## src/rtl/serial_adder.sv

```systemverilog
// Bit-serial adder: captures a/b/cin on start, adds one bit per cycle LSB first,
// publishes sum/cout on completion. Optional signed overflow output: SERIAL_ADDER_OVF_EN.
module serial_adder #(
  parameter int WIDTH = 8
) (
  input  logic             clk,
  input  logic             rst,
  input  logic             start,
  input  logic [WIDTH-1:0] a,
  input  logic [WIDTH-1:0] b,
  input  logic             cin,
  output logic             busy,
  output logic             done,
  output logic [WIDTH-1:0] sum,
  output logic             cout
`ifdef SERIAL_ADDER_OVF_EN
  ,
  output logic             ovf
`endif
);

  localparam int CNT_W = (WIDTH > 1) ? $clog2(WIDTH) : 1;

  typedef enum logic [1:0] {
    IDLE = 2'b00,
    RUN  = 2'b01,
    DONE = 2'b10
  } state_t;

  state_t               state_r;
  state_t               state_s;
  logic [WIDTH-1:0]     a_sh_r;
  logic [WIDTH-1:0]     b_sh_r;
  logic [WIDTH-2:0]     sum_sh_r;
  logic [WIDTH-1:0]     sum_ext_s;
  logic [WIDTH-1:0]     sum_r;
  logic                 carry_r;
  logic                 cout_r;
  logic                 busy_r;
  logic                 done_r;
  logic [CNT_W-1:0]     cnt_r;
  logic [1:0]           fa_s;
  logic                 last_bit_s;
`ifdef SERIAL_ADDER_OVF_EN
  logic                 ovf_r;
`endif

  // One-bit full adder, returns {carry, sum}.
  function automatic logic [1:0] full_add(input logic x, input logic y, input logic c);
    return {(x & y) | (x & c) | (y & c), x ^ y ^ c};
  endfunction

  // Bit-slice arithmetic and next-state decode.
  always_comb begin
    fa_s       = full_add(a_sh_r[0], b_sh_r[0], carry_r);
    last_bit_s = (cnt_r == CNT_W'(WIDTH - 1));
    sum_ext_s  = {fa_s[0], sum_sh_r};
    state_s    = state_r;
    case (state_r)
      IDLE: begin
        if (start) begin
          state_s = RUN;
        end else begin
          state_s = IDLE;
        end
      end
      RUN: begin
        if (last_bit_s) begin
          state_s = DONE;
        end else begin
          state_s = RUN;
        end
      end
      DONE:    state_s = IDLE;
      default: state_s = IDLE;
    endcase
  end

  // State, datapath and registered status outputs.
  always_ff @(posedge clk) begin
    if (rst) begin
      state_r  <= IDLE;
      a_sh_r   <= {WIDTH{1'b0}};
      b_sh_r   <= {WIDTH{1'b0}};
      sum_sh_r <= {(WIDTH-1){1'b0}};
      sum_r    <= {WIDTH{1'b0}};
      carry_r  <= 1'b0;
      cout_r   <= 1'b0;
      busy_r   <= 1'b0;
      done_r   <= 1'b0;
      cnt_r    <= {CNT_W{1'b0}};
`ifdef SERIAL_ADDER_OVF_EN
      ovf_r    <= 1'b0;
`endif
    end else begin
      state_r <= state_s;
      busy_r  <= (state_s == RUN);
      done_r  <= (state_s == DONE);
      case (state_r)
        IDLE: begin
          if (start) begin
            a_sh_r   <= a;
            b_sh_r   <= b;
            carry_r  <= cin;
            sum_sh_r <= {(WIDTH-1){1'b0}};
            cnt_r    <= {CNT_W{1'b0}};
          end
        end
        RUN: begin
          a_sh_r   <= {1'b0, a_sh_r[WIDTH-1:1]};
          b_sh_r   <= {1'b0, b_sh_r[WIDTH-1:1]};
          carry_r  <= fa_s[1];
          sum_sh_r <= sum_ext_s[WIDTH-1:1];
          cnt_r    <= cnt_r + CNT_W'(1);
          // Result becomes visible only once all bits are in.
          if (last_bit_s) begin
            sum_r  <= sum_ext_s;
            cout_r <= fa_s[1];
`ifdef SERIAL_ADDER_OVF_EN
            ovf_r  <= carry_r ^ fa_s[1];
`endif
          end
        end
        default: begin
        end
      endcase
    end
  end

  assign busy = busy_r;
  assign done = done_r;
  assign sum  = sum_r;
  assign cout = cout_r;
`ifdef SERIAL_ADDER_OVF_EN
  assign ovf  = ovf_r;
`endif

endmodule

```

## config.mk

```make
export PLATFORM = sky130hd
export DESIGN_NAME = serial_adder
export DESIGN_NICKNAME = d
export VERILOG_FILES = /design/src/rtl/serial_adder.sv
export SDC_FILE = /design/constraint.sdc
export NUM_CORES = 1
export LEC_CHECK = 0
export ABC_AREA = 1
export CAP_MARGIN = 20
export CORE_MARGIN = 2
export CORE_UTILIZATION = 56
export CTS_BUF_LIST = sky130_fd_sc_hd__clkbuf_8 sky130_fd_sc_hd__clkbuf_16
export CTS_CLUSTER_SIZE = 30
export DETAILED_ROUTE_END_ITERATION = 8
export GPL_TIMING_DRIVEN = 0
export PLACE_DENSITY = 0.92
export SLEW_MARGIN = 20
export SYNTH_ARGS = -nofsm -noshare
export SYNTH_HDL_FRONTEND = slang
export SYNTH_SLANG_ARGS = --single-unit
```

## constraint.sdc

```tcl
create_clock -name clk -period 2 [get_ports clk]
set_input_delay 0.4 -clock clk [delete_from_list [all_inputs] [get_ports clk]]
set_output_delay 0.4 -clock clk [all_outputs]
set_load 0.05 [all_outputs]
```

==> impl_metrics.csv <==
group,metric,value,unit
run_status,run_status,"finished clean",
place,port_buffers,29,
final_layout,diodes,0,
die,chipWidth,61.4,µm
critical_path,timing.reg2reg.worst_path_depth,6,
synth,post_synth_num_cell_types,20,
pwr,power.ir.vdd_worst,0.442,mV
pwr,static-leakage-power,1.08,nW
final_layout,most_common_cell_after_layout_fill_and_taps_aside,"sky130_fd_sc_hd__nand2_1",
timing,final-hold-violation-count,0,
clocking,ctsHoldBuffers,0,
clocking,clk_pin_slew_worst_paths,0.08,ns
critical_path,cp-start-kind,"flip-flop",
route,route.layer.met1.wl,1670,µm
global_route,grt_max_degree,15,
clocking,cts_tree,"built",
synth,synthesized_area,0.00184,mm²
pwr,p_total,1.78,mW
global_route,grtUsageTotal,22.4,%
die,floorplan.io_pins,31,
timing,worst_hold_slack,0.407,ns
timing,final.setup.tns,0,ns
critical_path,worst_path_max_fanout,2,
global_route,number_of_antenna_violations_at_the_first_check_in_global_routing,0,
final_layout,drive_gt1_share,12.5,%
clocking,total_clock_buffers_created_by_cts,5,
timing,layout_min_cycle_time,1.84,ns
synth,synth_seq_area_share,43.4,%
final_layout,area_growth_syn_to_layout,25.0,%
global_route,grt_pass1_vias,1405,
synth,mapped_avg_cell_area,7.15,µm²
critical_path,delay_of_the_slowest_critical_path_stage,0.80,ns
critical_path,cp.buffers_inverters,1,
timing,report.final.slew_viol_count,0,
route,route.met2.wl,1700,µm
timing,setup_repair_after_global_routing_missed_its_margin,"no",
route,num_vias,1619,
timing,period_utilization,92.2,%
clocking,clock-sinks,40,
route,drt-wirelength-per-cell,10.7,µm
hold_path,worstHoldPathType,"in -> reg",
job,cap_violations,0,
clocking,cts_resized,0,
critical_path,critical_path.cell_chain,"clkdlybuf4s50_1",
final_layout,final_nets,317,
timing,fin_worst_skew,0.00830,ns
clocking,cts.root.buffer_cell,"sky130_fd_sc_hd__clkbuf_8",
critical_path,cp_data_required_time,1.60,ns
route,drt-initial-drc-count,72,
critical_path,cp-end-kind,"primary output",
pwr,power_per_cell_area,773,mW/mm²
hold_path,hold_path_depth,2,
final_layout,layout.cells.most_common_list,"96 x sky130_fd_sc_hd__nand2_1, 40 x sky130_fd_sc_hd__dfxtp_1, 36 x sky130_fd_sc_hd__nor2_1",
clocking,postCtsSetupRepairBufs,0,
hold_path,hold_path_startpoint,"rst",
global_route,grt_pass1_wl,6180,µm
die,die-height,61.4,µm
critical_path,critical_path.top_delay_family,"buffers and inverters",
critical_path,worst_r2r_startpoint,"cnt_r[0]$_SDFFE_PP0P_",
timing,timing_worst_slew_pin_value,0.510,ns
timing,slew-limit-headroom,65.9,%
die,core_region_area,0.00310,mm²
critical_path,setup.worst_path.class,"reg -> out",
place,dp.final_hpwl,2550,µm
synth,synthesis.yosys.warnings,0,
route,top_signal_layer_used,"met4",
clocking,h_tree_levels,2,
route,wl_met3,211,µm
timing,max_freq,542,MHz
critical_path,crit_path_top_delay_cell,"sky130_fd_sc_hd__clkdlybuf4s50_1",
place,gp_congestion,0.802,
synth,instance_count_of_the_mapped_netlist,258,
die,floorplan.die_area,0.00377,mm²
critical_path,startpoint,"sum[1]$_SDFFE_PP0P_",
route,drt.antenna.violating_nets,0,
clocking,clkLatencyLatePin,0.30,ns
route,viasPerCell,4.78,
global_route,overflow,0,
die,starting_utilization_of_the_core_area,59.4,%
route,totalWireLength,3640,µm
die,rows,20,
critical_path,critical_path_cell_count,1,
route,drc_errors,0,
synth,postSynthRegisterBits,40,
synth,synthesis.nets,281,
timing,finalSetupViolCount,0,
route,iteration_count_of_the_initial_detailed_routing_pass,4,
clocking,cts-root-to-sink-buffers,2,
critical_path,critPathArrivalTime,1.44,ns
[cell families (layout without fill, tap and decap cells)]
kind of cell / after synthesis / count (layout) / synth area share (%)
adders and majority gates: 3 / 3 / 2.44
AOI/OAI and AO/OA: 15 / 15 / 5.49
and+or+nand+nor: 165 / 165 / 37.9
buffers and inverters: 35 / 72 / 10.7
DFF: 40 / 40 / 43.4
[worst paths after layout]
path / end / slack [ns]
worst max-delay path: sum[1] / 0.16
worst min-delay path: cnt_r[1]$_SDFFE_PP0P_ / 0.41
worst max register to register: sum[7]$_SDFFE_PP0P_ / 0.77
worst min register to register: sum_sh_r[0]$_SDFFE_PP0P_ / 0.47
[where the power goes]
part,internal [mW],switching (mW),total (mW)
combinational,0.116,0.143,0.258
clock,0.375,0.293,0.668
sequential,0.835,0.0219,0.857
total,1.33,0.457,1.78
[area by class of cell]
cell class,instances,area [µm²]
Buffer,14,116
Clock buffer,5,68.8
Clock inverter,3,47.5
Fill cell,252,797
Inverter,21,81.3
Multi-Input combinational cell,183,846
Sequential cell,40,801
Tap cell,44,55.1
Timing Repair Buffer,29,290
[flip-flops by register name, indices dropped and copies added, names as in the netlist, 2 cells and up]
register,flops
state_r,2
sum_sh_r,7
cnt_r,3
a_sh_r,8
sum,8
b_sh_r,8
[cells in the mapped netlist]
cell type,count,area (µm²)
sky130_fd_sc_hd__a21oi_1,9,45.0
sky130_fd_sc_hd__a21oi_2,4,35.0
sky130_fd_sc_hd__buf_2,6,30.0
sky130_fd_sc_hd__buf_4,1,7.51
sky130_fd_sc_hd__buf_6,7,78.8
sky130_fd_sc_hd__dfxtp_1,40,801
sky130_fd_sc_hd__fa_1,1,20.0
sky130_fd_sc_hd__ha_1,2,25.0
sky130_fd_sc_hd__inv_1,19,71.3
sky130_fd_sc_hd__inv_2,1,3.75
sky130_fd_sc_hd__inv_4,1,6.26
sky130_fd_sc_hd__nand2_1,96,360
sky130_fd_sc_hd__nand2_2,4,25.0
sky130_fd_sc_hd__nand2_4,2,22.5
sky130_fd_sc_hd__nand3_1,25,125
sky130_fd_sc_hd__nor2_1,36,135
sky130_fd_sc_hd__nor2_4,1,11.3
sky130_fd_sc_hd__nor2_8,1,20.0
sky130_fd_sc_hd__o21ai_0,1,5.00
sky130_fd_sc_hd__o21ai_4,1,16.3
[metrics by stage]
step	std cells	cell area [µm²]	util (%)	worst slack, ns
global route	339	2310	74.3	0.106
finish	339	2310	74.3	0.155
global placement	331	2190	70.6	0.341
CTS	339	2310	74.3	0.143
detailed placement	331	2190	70.6	0.340
floorplan	258	1840	-	0.867
[per-layer routing]
metal,GRT usage (%),vias to the layer above
li1,-,862
met1,29.1,707
met2,35.3,44
met3,6.30,6
met4,9.42,0
met5,0,-
No activity file was read; power rests on OpenSTA's default activity.
==> variant: new RTL, same flow settings <==
The 3 states of `state_t` get a one-hot encoding in 3 bits.
--- a/src/rtl/serial_adder.sv
+++ b/src/rtl/serial_adder.sv
@@ -22,8 +22,8 @@
   localparam int CNT_W = (WIDTH > 1) ? $clog2(WIDTH) : 1;
 
-  typedef enum logic [1:0] {
-    IDLE = 2'b00,
-    RUN  = 2'b01,
-    DONE = 2'b10
+  typedef enum logic [2:0] {
+    IDLE = 3'b001,
+    RUN  = 3'b010,
+    DONE = 3'b100
   } state_t;
 
Check against the original RTL: no difference found for any inputs over 10 cycles, from zero or initial values and one cycle with rst high; not proved beyond that.
==> variant against the original RTL <==
Sequential power grew 2%. Largest power group unchanged. Via count grew 4.6%. Cell count shrank 2.7%. Sequential cell count grew 1. Wire length grew 15%. Die area shrank 0.18%. Area after synthesis shrank 0.20%. First-iteration DRC count grew 21%. Worst setup slack lost 59 ps. Clock skew grew 2.2 ps. Power grew 0.89%. Cell area grew 0.27%. Clock power grew 1%. Count of clock-buffer cells in the layout grew 1.
==> variant: results (changes against the original RTL) <==
status complete, no violations; number of global-route vias before repair 1,475 (+5.0%); DP Area 0.00220 sq mm (+0.29%); Max Buffers Root-to-Sink 2 (unchanged); first-pass GRT wire length 6600 um (+6.8%); DR pass1 iterations 4 (unchanged); Synth Warn # 0 (unchanged); Post-synth top cells nand2_1 (73), dfxtp_1 (41), nand3_1 (34); Total Wirelength 4170 um (+15%); # nets final 308 (-2.8%); number of buffers added on ports 30 (+3.4%); crit-path max FO 2 (unchanged); Place WS 255 ps (-84.5 ps); Seq/Total Area, Yosys 44.6% (+1.2 points); Leak Pwr 1.05 nW (-2.6%); Worst EP arrival 1500 ps (+60 ps); Placer Congestion 0.833 (+4.0%); worst r2r src a_sh_r[0]; pin count of the biggest net entering global routing 13 (-2); gr usage total 24.4% (+2.0 points); Async SR Flop Fraction 0% (unchanged); Worst VDD drop 0.000597 V (+35%); Largest delay share family, worst path buffers and inverters; clock latency on the worst-skew pair 300 ps (about the same); worst hold path type reg2reg; Antenna Cells 0 (unchanged); clk slew on worst S/H paths 80 ps (about the same); via count 1,694 (+4.6%); syn nets 271 (-3.6%); Crit-path slowest cell clkdlybuf4s50_1; Synth cell types 22 (+10%); Worst Min Path Start cnt_r[0]; starting DRC count in detailed routing 87 (+21%); Main synth FF type dfxtp_1; share of cells above drive strength 1 10.5% (-2.1 points); CTS root buf clkbuf_8; initial antenna violation count 0 (unchanged); crit path launch cout; # Post-CTS Setup Buffers 0 (unchanged); H-Tree Depth 2 (unchanged); worst slew pin tran 528 ps (+17.5 ps); skew final 10.5 ps (+2.24 ps); CTS resizes 0 (unchanged); DP HPWL 2900 um (+14%); CTS Buf Count 5 (unchanged); dominant cells by area after synthesis dfxtp_1 (45%), nand2_1 (15%), nand3_1 (9.2%); max incr delay on CP 840 ps (+40 ps)
-- variant: stage by stage --
step | hold WS (ps) | cells | power (mW)
floorplan | 430 | 248 | 1.05
global placement | 450 | 322 | 1.13
detailed placement | 452 | 322 | 1.14
CTS | 473 | 330 | 1.81
global route | 502 | 330 | 1.87
finish | 471 | 330 | 1.80
-- variant: where the power goes --
group | internal (mW) | total (mW) | switching, mW
registers | 0.855 | 0.876 | 0.0208
logic | 0.110 | 0.246 | 0.136
clock network | 0.402 | 0.677 | 0.275
-- variant: cell families (layout without fill, tap and decap cells) --
group | after synthesis | count (layout) | share of synthesized area [%]
AOI/OAI and AO/OA | 17 | 17 | 4.62
adders and majority gates | 3 | 3 | 2.45
buffers and inverters | 28 | 66 | 7.95
DFF | 41 | 41 | 44.6
and+or+nand+nor | 159 | 159 | 40.4
-- variant: worst paths after layout --
| path | depth (start not counted) | slack (ps) | end |
|---|---|---|---|
| hold / removal | 1 | 470 | cnt_r[0] |
| setup reg to reg | 4 | 610 | sum_sh_r[6] |
| setup / recovery | 1 | 100 | cout |
| hold reg to reg | 1 | 470 | cnt_r[0] |
-- variant: per-layer routing --
layer | wire [um] | GRT usage [%]
met1 | 1820 | 30.2
met2 | 2050 | 40.7
met3 | 201 | 5.67
met4 | 100 | 10.6
met5 | 0 | 0
-- variant: cell type report --
type,count,area [sq um]
multi-input combinational,179,873
sequential,41,821
fill,240,766
timing repair buffer,30,300
buffer,13,90.1
clock buffer,6,82.6
inverter,15,56.3
tap,44,55.1
clock inverter,2,33.8
